[src/rtl/opcodes.sv]
`default_nettype none
// +----------------------------------------------------------------------------+
// | Package   : opcodes                                                        |
// | Purpose   : Shared instruction/register types plus fetch FSM and fault     |
// |             encodings used by fetch_unit and its neighbours.               |
// | Revision  : 1.0  initial release                                           |
// +----------------------------------------------------------------------------+
package opcodes;

  localparam int unsigned XLEN = 32;

  typedef logic [XLEN-1:0] register_t;
  typedef logic [31:0]     instruction_t;

  typedef enum logic [2:0] {
    FETCH = 3'd0,
    WAIT  = 3'd1,
    ISSUE = 3'd2,
    EXEC  = 3'd3,
    HALT  = 3'd4
  } fetch_state_t;

  typedef enum logic [1:0] {
    CAUSE_NONE     = 2'd0,
    CAUSE_MISALIGN = 2'd1,
    CAUSE_TIMEOUT  = 2'd2
  } fault_cause_t;

  function automatic logic is_aligned(input register_t addr);
    return (addr[1:0] == 2'b00);
  endfunction

endpackage
`default_nettype wire

[src/rtl/fetch_unit_if.sv]
`default_nettype none
// +----------------------------------------------------------------------------+
// | Interface : fetch_unit_if                                                  |
// | Purpose   : PC input, instruction-memory handshake and retire/fault        |
// |             outputs of the fetch sequencer.                                |
// | Revision  : 1.0  initial release                                           |
// +----------------------------------------------------------------------------+
interface fetch_unit_if;
  import opcodes::*;

  register_t    pc;
  logic         bcu_enable;
  logic         imem_req;
  register_t    imem_addr;
  logic         imem_gnt;
  logic         imem_rvalid;
  instruction_t imem_rdata;
  instruction_t instr;
  logic         instr_valid;
  logic         exec_ready;
  logic         fetch_fault;
  fault_cause_t fault_cause;
  register_t    fault_pc;
  logic [31:0]  instr_count;

  modport master (
    input  pc, imem_gnt, imem_rvalid, imem_rdata, exec_ready,
    output bcu_enable, imem_req, imem_addr, instr, instr_valid,
           fetch_fault, fault_cause, fault_pc, instr_count
  );

  modport slave (
    output pc, imem_gnt, imem_rvalid, imem_rdata, exec_ready,
    input  bcu_enable, imem_req, imem_addr, instr, instr_valid,
           fetch_fault, fault_cause, fault_pc, instr_count
  );

endinterface
`default_nettype wire

[src/rtl/fetch_watchdog.sv]
`default_nettype none
// +----------------------------------------------------------------------------+
// | Module    : fetch_watchdog                                                 |
// | Purpose   : Counts WAIT cycles without read data; flags the limit cycle.   |
// |             Only built when FETCH_TIMEOUT_EN is defined.                   |
// | Revision  : 1.0  initial release                                           |
// +----------------------------------------------------------------------------+
`ifdef FETCH_TIMEOUT_EN
module fetch_watchdog #(
  parameter int unsigned TIMEOUT = 255
) (
  input  logic clk,
  input  logic rst,
  input  logic run,
  input  logic hit,
  output logic expired
);

  localparam int unsigned CW = $clog2(TIMEOUT + 1);

  logic [CW-1:0] count_q;
  logic [CW-1:0] count_d;

  // Outside WAIT the count is held at zero, so every WAIT entry starts fresh.
  always_comb begin
    count_d = '0;
    if (run && !hit) begin
      count_d = count_q + 1'b1;
    end
  end

  always_ff @(posedge clk) begin
    if (!rst) begin
      count_q <= '0;
    end else begin
      count_q <= count_d;
    end
  end

  // Fires on the TIMEOUT-th WAIT cycle; the caller lets rvalid take priority.
  assign expired = run && (count_q == CW'(TIMEOUT - 1));

endmodule
`endif
`default_nettype wire

[src/rtl/fetch_unit.sv]
`default_nettype none
// +----------------------------------------------------------------------------+
// | Module    : fetch_unit                                                     |
// | Purpose   : Fetch/issue/retire sequencer closing the loop with branch_unit.|
// |             Optional WAIT watchdog enabled by macro FETCH_TIMEOUT_EN.      |
// | Revision  : 1.0  initial release                                           |
// +----------------------------------------------------------------------------+
module fetch_unit
  import opcodes::*;
#(
  parameter int unsigned TIMEOUT = 255
) (
  input  logic         clk,
  input  logic         rst,
  fetch_unit_if.master bus
);

  fetch_state_t state_q, state_d;
  instruction_t instr_q, instr_d;
  logic         instr_valid_q, instr_valid_d;
  logic         fault_q, fault_d;
  fault_cause_t cause_q, cause_d;
  register_t    fault_pc_q, fault_pc_d;
  logic [31:0]  count_q, count_d;
  logic         timeout_hit;

`ifdef FETCH_TIMEOUT_EN
  fetch_watchdog #(
    .TIMEOUT (TIMEOUT)
  ) u_watchdog (
    .clk     (clk),
    .rst     (rst),
    .run     (state_q == WAIT),
    .hit     (bus.imem_rvalid),
    .expired (timeout_hit)
  );
`else
  logic unused_timeout;
  assign unused_timeout = ^TIMEOUT;
  assign timeout_hit    = 1'b0;
`endif

  always_comb begin
    state_d       = state_q;
    instr_d       = instr_q;
    instr_valid_d = instr_valid_q;
    fault_d       = fault_q;
    cause_d       = cause_q;
    fault_pc_d    = fault_pc_q;
    count_d       = count_q;
    case (state_q)
      FETCH: begin
        if (!is_aligned(bus.pc)) begin
          fault_d    = 1'b1;
          cause_d    = CAUSE_MISALIGN;
          fault_pc_d = bus.pc;
          state_d    = HALT;
        end else if (bus.imem_gnt) begin
          state_d = WAIT;
        end
      end
      WAIT: begin
        // Data arriving on the limit cycle still counts as a good fetch.
        if (bus.imem_rvalid) begin
          instr_d       = bus.imem_rdata;
          instr_valid_d = 1'b1;
          state_d       = ISSUE;
        end else if (timeout_hit) begin
          fault_d    = 1'b1;
          cause_d    = CAUSE_TIMEOUT;
          fault_pc_d = bus.pc;
          state_d    = HALT;
        end
      end
      ISSUE: begin
        if (bus.exec_ready) begin
          state_d = EXEC;
        end
      end
      EXEC: begin
        count_d       = count_q + 32'd1;
        instr_valid_d = 1'b0;
        state_d       = FETCH;
      end
      HALT: begin
        state_d = HALT;
      end
      default: begin
        state_d = FETCH;
      end
    endcase
  end

  always_ff @(posedge clk) begin
    if (!rst) begin
      state_q       <= FETCH;
      instr_q       <= '0;
      instr_valid_q <= 1'b0;
      fault_q       <= 1'b0;
      cause_q       <= CAUSE_NONE;
      fault_pc_q    <= '0;
      count_q       <= '0;
    end else begin
      state_q       <= state_d;
      instr_q       <= instr_d;
      instr_valid_q <= instr_valid_d;
      fault_q       <= fault_d;
      cause_q       <= cause_d;
      fault_pc_q    <= fault_pc_d;
      count_q       <= count_d;
    end
  end

  // Request is gated by rst so nothing is issued while reset is held.
  assign bus.imem_req    = rst && (state_q == FETCH) && is_aligned(bus.pc);
  assign bus.imem_addr   = bus.pc;
  assign bus.bcu_enable  = (state_q == EXEC);
  assign bus.instr       = instr_q;
  assign bus.instr_valid = instr_valid_q;
  assign bus.fetch_fault = fault_q;
  assign bus.fault_cause = cause_q;
  assign bus.fault_pc    = fault_pc_q;
  assign bus.instr_count = count_q;

endmodule
`default_nettype wire

[src/flat_wrapper.sv]
// flat-port wrapper written by rule: the top's interface ports become plain ports
module fetch_unit_flat import opcodes::*;
#(
  parameter int unsigned TIMEOUT = 255
)
  (clk, rst, bus_pc, bus_imem_gnt, bus_imem_rvalid, bus_imem_rdata, bus_exec_ready, bus_bcu_enable, bus_imem_req, bus_imem_addr, bus_instr, bus_instr_valid, bus_fetch_fault, bus_fault_cause, bus_fault_pc, bus_instr_count);
  fetch_unit_if bus_i ();
  input  logic clk;
  input  logic rst;
  input wire logic [$bits(bus_i.pc)-1:0] bus_pc;
  input wire logic [$bits(bus_i.imem_gnt)-1:0] bus_imem_gnt;
  input wire logic [$bits(bus_i.imem_rvalid)-1:0] bus_imem_rvalid;
  input wire logic [$bits(bus_i.imem_rdata)-1:0] bus_imem_rdata;
  input wire logic [$bits(bus_i.exec_ready)-1:0] bus_exec_ready;
  output wire logic [$bits(bus_i.bcu_enable)-1:0] bus_bcu_enable;
  output wire logic [$bits(bus_i.imem_req)-1:0] bus_imem_req;
  output wire logic [$bits(bus_i.imem_addr)-1:0] bus_imem_addr;
  output wire logic [$bits(bus_i.instr)-1:0] bus_instr;
  output wire logic [$bits(bus_i.instr_valid)-1:0] bus_instr_valid;
  output wire logic [$bits(bus_i.fetch_fault)-1:0] bus_fetch_fault;
  output wire logic [$bits(bus_i.fault_cause)-1:0] bus_fault_cause;
  output wire logic [$bits(bus_i.fault_pc)-1:0] bus_fault_pc;
  output wire logic [$bits(bus_i.instr_count)-1:0] bus_instr_count;
  assign bus_i.pc = bus_pc;
  assign bus_i.imem_gnt = bus_imem_gnt;
  assign bus_i.imem_rvalid = bus_imem_rvalid;
  assign bus_i.imem_rdata = bus_imem_rdata;
  assign bus_i.exec_ready = bus_exec_ready;
  assign bus_bcu_enable = bus_i.bcu_enable;
  assign bus_imem_req = bus_i.imem_req;
  assign bus_imem_addr = bus_i.imem_addr;
  assign bus_instr = bus_i.instr;
  assign bus_instr_valid = bus_i.instr_valid;
  assign bus_fetch_fault = bus_i.fetch_fault;
  assign bus_fault_cause = bus_i.fault_cause;
  assign bus_fault_pc = bus_i.fault_pc;
  assign bus_instr_count = bus_i.instr_count;
  fetch_unit #(.TIMEOUT(TIMEOUT)) u_core (.clk(clk), .rst(rst), .bus(bus_i));
endmodule
[config.mk]
export PLATFORM = sky130hd
export DESIGN_NAME = fetch_unit_flat
export DESIGN_NICKNAME = d
export VERILOG_FILES = /design/src/rtl/opcodes.sv /design/src/rtl/fetch_unit_if.sv /design/src/rtl/fetch_watchdog.sv /design/src/rtl/fetch_unit.sv /design/src/flat_wrapper.sv
export SDC_FILE = /design/constraint.sdc
export NUM_CORES = 1
export LEC_CHECK = 0
export CAP_MARGIN = 20
export CORE_UTILIZATION = 40
export CTS_CLUSTER_SIZE = 24
export DETAILED_ROUTE_END_ITERATION = 10
export GPL_TIMING_DRIVEN = 0
export PLACE_DENSITY = 0.78
export SYNTH_ARGS = -nofsm -noshare
export SYNTH_HDL_FRONTEND = slang
export SYNTH_SLANG_ARGS = --single-unit
[constraint.sdc]
create_clock -name clk -period 2.3 [get_ports clk]
set_input_delay 0.575 -clock clk [delete_from_list [all_inputs] [get_ports clk]]
set_output_delay 0.575 -clock clk [all_outputs]
set_load 0.005 [all_outputs]
---- Word-level counts from Yosys, hierarchy flattened ----
Index checks and enable logic that the tools add are counted.
cells by class
  $add $sub $neg .......................... 1
  eq/ne operators ......................... 7
  muxes and demuxes ....................... 7
  bitwise operators ....................... 1
  reductions and logical operators ........ 9
operator list
  cell                                                                   number
  32-bit by 1-bit adder with 32-bit output, second input constant        1
  3-bit 2-to-1 mux                                                       4
  3-bit case mux with 4 select lines                                     1
  3-bit by 2-bit equality test with 1-bit output, second input constant  2
  2-bit AND reduction                                                    3
  2-bit != test, second input constant                                   2
  3-bit by 1-bit equality test with 1-bit output, second input constant  1
  3-bit equality test, second input constant                             1
  3-bit logical NOT                                                      1
  3-bit != test, second input constant                                   1
  3-bit AND reduction                                                    1
  1-bit logical AND                                                      2
  2-bit logical NOT                                                      1
  1-bit case mux with 2 select lines                                     1
  2-bit nonzero test                                                     1
  1-bit 2-to-1 mux                                                       1
  1-bit NOT                                                              1
storage, ports and cells
  flip-flop bits (word level) ............. 101
  input bits .............................. 69
  output and inout port bits .............. 134
  word-level logic and storage cells ...... 31

---- Depth between registers and ports, before layout ----
Gate-level depths: netlist of run 1.
  word-level depth ........................ 3
  gate-level depth with buffers ........... 7
  gate-level depth less buffers ........... 6

---- Least setup slack after synthesis of run 1 ----
OpenSTA, ideal clock, no wires.
  kind .................................... register -> register
  start point ............................. reg u_core.count_q[5], in the netlist u_core.bus.instr_count[5]
  end point ............................... reg u_core.count_q[29], in the netlist u_core.bus.instr_count[29]
  library setup time ...................... 0.070 ns
  data arrival time ....................... 1.814 ns
  data required time ...................... 2.230 ns
  slack ................................... 0.416 ns
  stages on the path, launching flop included .. 7
  buffers on the path ..................... 1
  clock period less this slack ............ 1.884 ns
  cells stage by stage .................... dfxtp_1 and4_4 nand4_4 or3_4 buf_6 or4_1 a21oi_1
on the way
  longest elaborated chain between the ends .. 1
ends and longest elaborated chain
  what                                      RTL line           RTL
  from (decl)                               fetch_unit.sv:24   logic [31:0] count_q, count_d;
  from (signal assigned)                    fetch_unit.sv:110  count_q <= count_d;
  32-bit by 1-bit adder with 32-bit output  fetch_unit.sv:81   count_d = count_q + 32'd1;
No other way between the ends.
A chain may end at the register's enable or synchronous reset.

---- Final worst setup path of run 1 ----
  start point ............................. in bus_pc[22]
  end point ............................... out bus_imem_addr[22]
RTL lines
  what         RTL line            RTL
  from (decl)  flat_wrapper.sv:10  input wire logic [$bits(bus_i.pc)-1:0] bus_pc;
  to (decl)    flat_wrapper.sv:17  output wire logic [$bits(bus_i.imem_addr)-1:0] bus_imem_addr;
No word-level cell between the ends.

==> results of run 1 <==
==> cell families after synthesis <==
group	count (synthesis)	synth area share, %
compound gates	88	11.0
xor+xnor	21	4.47
fa+ha+maj	1	0.304
buf+inv	64	9.22
flops	101	49.2
mux	2	0.487
other cells	1	0.0912
simple gates	228	25.3
==> sequential cells by signal, indices dropped and copies added, names as in the netlist <==
register	flops
u_core.bus.fault_pc	32
u_core.bus.fetch_fault	1
u_core.bus.instr	32
u_core.bus.instr_count	32
u_core.bus.instr_valid	1
u_core.state_q	3
==> layout by cell type, fill, tap and decap left out, drive strengths merged, types with 10 or more instances in the layout <==
cell           instances
clkbuf                35
nand4                 10
nand3                 10
xor2                  18
dfxtp                101
buf                   39
a21oi                 76
clkdlybuf4s50        195
nand2                140
nor2                  28
==> per-layer routing <==
metal / routed length (µm) / track usage (%) / share of wire [%]
met5: 0 / 0 / 0
met4: 193 / 8.23 / 1.6
met3: 932 / 6.52 / 7.9
met2: 5850 / 38.2 / 50
met1: 4820 / 25.4 / 41
==> layout make-up <==
cell class / instances / area (µm²)
sequential: 101 / 2020
fill: 831 / 3330
inverter: 2 / 7.51
timing repair buffer: 204 / 2030
tap: 133 / 166
multi-input combinational: 341 / 1720
buffer: 61 / 369
clock inverter: 5 / 75.1
clock buffer: 10 / 138
==> power by group <==
part	switching (W)	internal (W)	total, W	leakage [nW]
Clock	0.000592	0.000631	0.00122	0.112
Combinational	0.000188	0.000306	0.000494	1.49
Sequential	0.0000278	0.00180	0.00182	0.820
==> what timing repair did <==
| item | CTS | global route |
|---|---|---|
| pin swaps | 3 | 0 |
| hold endpoints to repair | 0 | 0 |
| cloned | 0 | 0 |
| endpoints found under the setup margin | 4 | 4 |
| setup buffers | 3 | 0 |
| resized for setup | 8 | 3 |
==> worst reg2reg max path, stage by stage, from the launching register on <==
cell      delay, ns
dfxtp_1        0.31
clkbuf_4       0.18
and3b_2        0.24
buf_4          0.16
nand4_4        0.13
or3_4          0.42
buf_6          0.15
or4_1          0.40
a21oi_1        0.15
==> worst paths after layout <==
path,start,end,slack (ns)
setup / recovery,bus_pc[22],bus_imem_addr[22],0.03
hold / removal,u_core.bus.instr[15]$_SDFFE_PN0P_,u_core.bus.instr[15]$_SDFFE_PN0P_,0.46
setup reg to reg,u_core.state_q[0]$_SDFFE_PN0P_,u_core.bus.instr_count[29]$_SDFFE_PN0P_,0.08
hold reg to reg,u_core.bus.instr[15]$_SDFFE_PN0P_,u_core.bus.instr[15]$_SDFFE_PN0P_,0.46
==> through the flow <==
| stage | power, W | utilization (%) | cell area, µm² | setup slack [ns] | TNS (ns) |
|---|---|---|---|---|---|
| 5_1_grt | 0.00370 | 66.3 | 6540 | 0.00432 | 0 |
| 4_1_cts | 0.00358 | 66.2 | 6530 | 0.0264 | 0 |
| 3_3_place_gp | 0.00235 | 63.8 | 6290 | -0.277 | -0.418 |
| 3_5_place_dp | 0.00236 | 63.8 | 6290 | -0.270 | -1.14 |
| 2_1_floorplan | 0.00203 | - | 4110 | 0.416 | 0 |
| 6_report | 0.00354 | 66.3 | 6540 | 0.0303 | 0 |
==> impl_metrics.ini, run 1 <==
[pwr]
powerDensity_nw_per_um2 = 542
peakVddDrop_v = 0.000316
cellLeakagePower_nw = 2.42

[global_route]
grt_pass1_wl_mm = 17.9
grt_overflow = 0
track_usage_pct = 21.9
grt_max_degree = 16
grt_antenna_before_repair = 0
grt_pass1_vias = 3708

[synth]
synthesis.nets = 576
ys_top_cells_by_count = nand2_1 (140), dfxtp_1 (101), a21oi_1 (76)
netlist.top_cell.by_area = dfxtp_1
syn_inst = 506
synth_area_leaders = dfxtp_1 (49%), nand2_1 (13%), a21oi_1 (9.3%), buf_4 (6.2%), xor2_1 (3.8%)
seq_area_frac_synth_pct = 49.2
yosysTopAreaCellShare_pct = 49.2
synthArstFlopShare_pct = 0
syn_area_um2 = 4110
post-synth-top-count-cell = nand2_1
ys_seq_elements = 101
synth_flop_cell = dfxtp_1
syn_avg_cell_area_um2 = 8.13
yosys_warnings = 0
synth_cell_type_count = 36
synth_edf_count = 0

[critical_path]
cp.buffers_inverters = 3
path_delay_family = buffers and inverters
worstSetupPathType = in2out
start_kind = input pin
cp_data_required_time_ns = 1.73
worst_path_most_repeated_cell = clkdlybuf4s50_1
crit_arrival_ns = 1.69
cpMaxStageDelayCell = clkdlybuf4s50_1
path_cells = clkdlybuf4s50_1, buf_4, clkdlybuf4s50_1
endpoint_kind = output pin
critPathMaxFanout = 2
worst-path-stages = 3
worst_path_largest_cell_delay_ns = 0.51
rr_worst_depth = 8

[sta]
fin_crit_sh_pct = 98.7
finalHoldViolCount = 0
rsz0062_at_grt = false
clock.fmax_ghz = 0.441
whs_ns = 0.457
final_max_slew_viol_count = 0
final-setup-viol-count = 0
worst_pin_slew_ns = 0.593
period_needed_ns = 2.27
maxSlewHeadroom_pct = 60.5
skew_ns = 0.0170

[cts]
h-tree-depth = 3
cts.sinks = 101
clockBufferDepth = 2
clkLatencyLatePin_ns = 0.37
clkTransAtPathRegs_ns = 0.08
ctsHoldBuffers = 0
cts-root-buf = clkbuf_8
numCtsBuffers = 9
cts_tree = built

[placed_design]
port_buffers = 201
hpwl_mm = 9.10
place.gp.congestion = 0.835
place_inst = 840

[detailed_routing]
viasPerCell = 4.83
drc = 0
num_vias = 4138
wl_per_cell_um = 13.8
postRouteAntennaNets = 0
wirelength_mm = 11.8
drtIter0Drc = 108
firstDrtPassIters = 5

[final_layout]
nets = 790
instances_no_fill = 857
diodes = 0
syn_to_final_growth_pct = 59.0
drive_above_1_share_pct = 8.70

[hold_path]
hold_class = reg2reg
worstHoldPathCells = 2

[status]
status = completed

[die]
die_h_um = 103
die_area_um2 = 10700
die_width_um = 103
core-area_um2 = 9860
row_count = 36
start_util_pct = 41.7
io_pins = 203

[flow_run]
cap_viol_max_count = 0
Note: power is estimated with default switching activity, not from simulation.
==> run 2: changes to the inputs <==
clock period = 2.1 ns   (was 2.3 ns; I/O delays follow)
==> impl_metrics.ini, run 2 (synthesis results as in run 1) <==
[status]
status = completed

[cts]
numCtsBuffers = 9
clkTransAtPathRegs_ns = 0.09
h-tree-depth = 3
ctsHoldBuffers = 0
clkLatencyLatePin_ns = 0.37
clockBufferDepth = 2
cts-root-buf = clkbuf_8
cts.sinks = 101
cts_tree = built

[detailed_routing]
drtIter0Drc = 85
drc = 0
viasPerCell = 4.85
wirelength_mm = 12.0
firstDrtPassIters = 5
postRouteAntennaNets = 0
num_vias = 4188
wl_per_cell_um = 13.9

[critical_path]
cpMaxStageDelayCell = or3_4
path_cells = buf_6, and3b_2, buf_4, nand4_4, or3_4, buf_6, or4_1, a21oi_1
crit_arrival_ns = 2.33
cp.buffers_inverters = 3
start_kind = flop
critPathMaxFanout = 10
cp_data_required_time_ns = 2.39
endpoint_kind = flop
worst_path_largest_cell_delay_ns = 0.43
worst_path_most_repeated_cell = buf_6
worstSetupPathType = reg2reg
path_delay_family = simple AND/OR/NAND/NOR gates

[final_layout]
instances_no_fill = 863
stdcell_area_um2 = 6570
nets = 796
syn_to_final_growth_pct = 59.9
fill_cells = 852
layout_common_cells = clkdlybuf4s50_1 (166), nand2_1 (140), dfxtp_1 (95)
diodes = 0
drive_above_1_share_pct = 10.7
final_util_pct = 66.6
mostFrequentLayoutCell = clkdlybuf4s50_1

[sta]
finalHoldViolCount = 0
fin_crit_sh_pct = 97.4
tns_ns = 0
whs_ns = 0.455
period_needed_ns = 2.05
rsz0062_at_grt = false
maxSlewHeadroom_pct = 61.1
skew_ns = 0.0147
final-setup-viol-count = 0
worst_pin_slew_ns = 0.584
final_max_slew_viol_count = 0
clock.fmax_ghz = 0.489

[placed_design]
place.gp.congestion = 0.835
port_buffers = 201
place_inst = 840
hpwl_mm = 9.10
placed_area_um2 = 6290

[global_route]
grt_pass1_vias = 3753
grt_max_degree = 16
track_usage_pct = 22.2
grt_pass1_wl_mm = 18.2
grt_antenna_before_repair = 0
grt_overflow = 0

[die]
io_pins = 203
core-area_um2 = 9860
die_width_um = 103
row_count = 36
die_area_um2 = 10700
start_util_pct = 41.7
die_h_um = 103

[pwr]
peakVddDrop_v = 0.000356
cellLeakagePower_nw = 2.49
powerDensity_nw_per_um2 = 588

[flow_run]
cap_viol_max_count = 0

[hold_path]
hold_class = reg2reg
==> run 2: final cells by class <==
cell class	instances	area (µm²)	share of cell area, %
Buffer	61	385	5.86
Clock buffer	10	138	2.09
Clock inverter	5	75.1	1.14
Inverter	2	7.51	0.114
Multi-Input combinational cell	341	1730	26.3
Sequential cell	101	2030	31.0
Tap cell	133	166	2.53
Timing Repair Buffer	210	2040	31.0
==> run 2: layer usage <==
layer | routed length (µm) | GRT usage (%)
met5 | 0 | 0
met3 | 978 | 6.52
met4 | 241 | 8.99
met1 | 4850 | 25.7
met2 | 5900 | 38.6
==> run 2: repair_timing <==
action | CTS | global route
buffers inserted | 8 | 1
endpoints found under the setup margin | 34 | 15
gates cloned | 0 | 0
resized for setup | 47 | 10
pin swaps | 3 | 3
==> run 2: final timing paths <==
check,start,to,slack [ns],cells after the start
max reg2reg,u_core.state_q[0]$_SDFFE_PN0P_,u_core.bus.instr_count[29]$_SDFFE_PN0P_,0.05,8
min,u_core.bus.fault_pc[1]$_SDFFE_PN0P_,u_core.bus.fault_pc[1]$_SDFFE_PN0P_,0.45,2
max,u_core.state_q[0]$_SDFFE_PN0P_,u_core.bus.instr_count[29]$_SDFFE_PN0P_,0.05,8
min reg2reg,u_core.bus.fault_pc[1]$_SDFFE_PN0P_,u_core.bus.fault_pc[1]$_SDFFE_PN0P_,0.45,2
==> run 2: through the flow <==
step / worst slack (ns) / total power (W)
after floorplan: 0.216 / 0.00222
after global placement: -0.377 / 0.00257
after detailed placement: -0.370 / 0.00258
after CTS: 0.0661 / 0.00390
after global routing: 0.00971 / 0.00404
final: 0.0537 / 0.00387
==> run 2: report_power, final <==
part	internal, W	switching (W)	leakage [nW]
Sequential	0.00197	0.0000278	0.823
Combinational	0.000322	0.000211	1.56
Clock	0.000692	0.000648	0.112
==> run 2: worst reg2reg max path, delay by kind of cell (launching register included) <==
family / cells / cell delay, ns
and+or+nand+nor: 4 / 1.13
DFF: 1 / 0.34
AOI/OAI and AO/OA: 1 / 0.13
buffers and inverters: 3 / 0.37
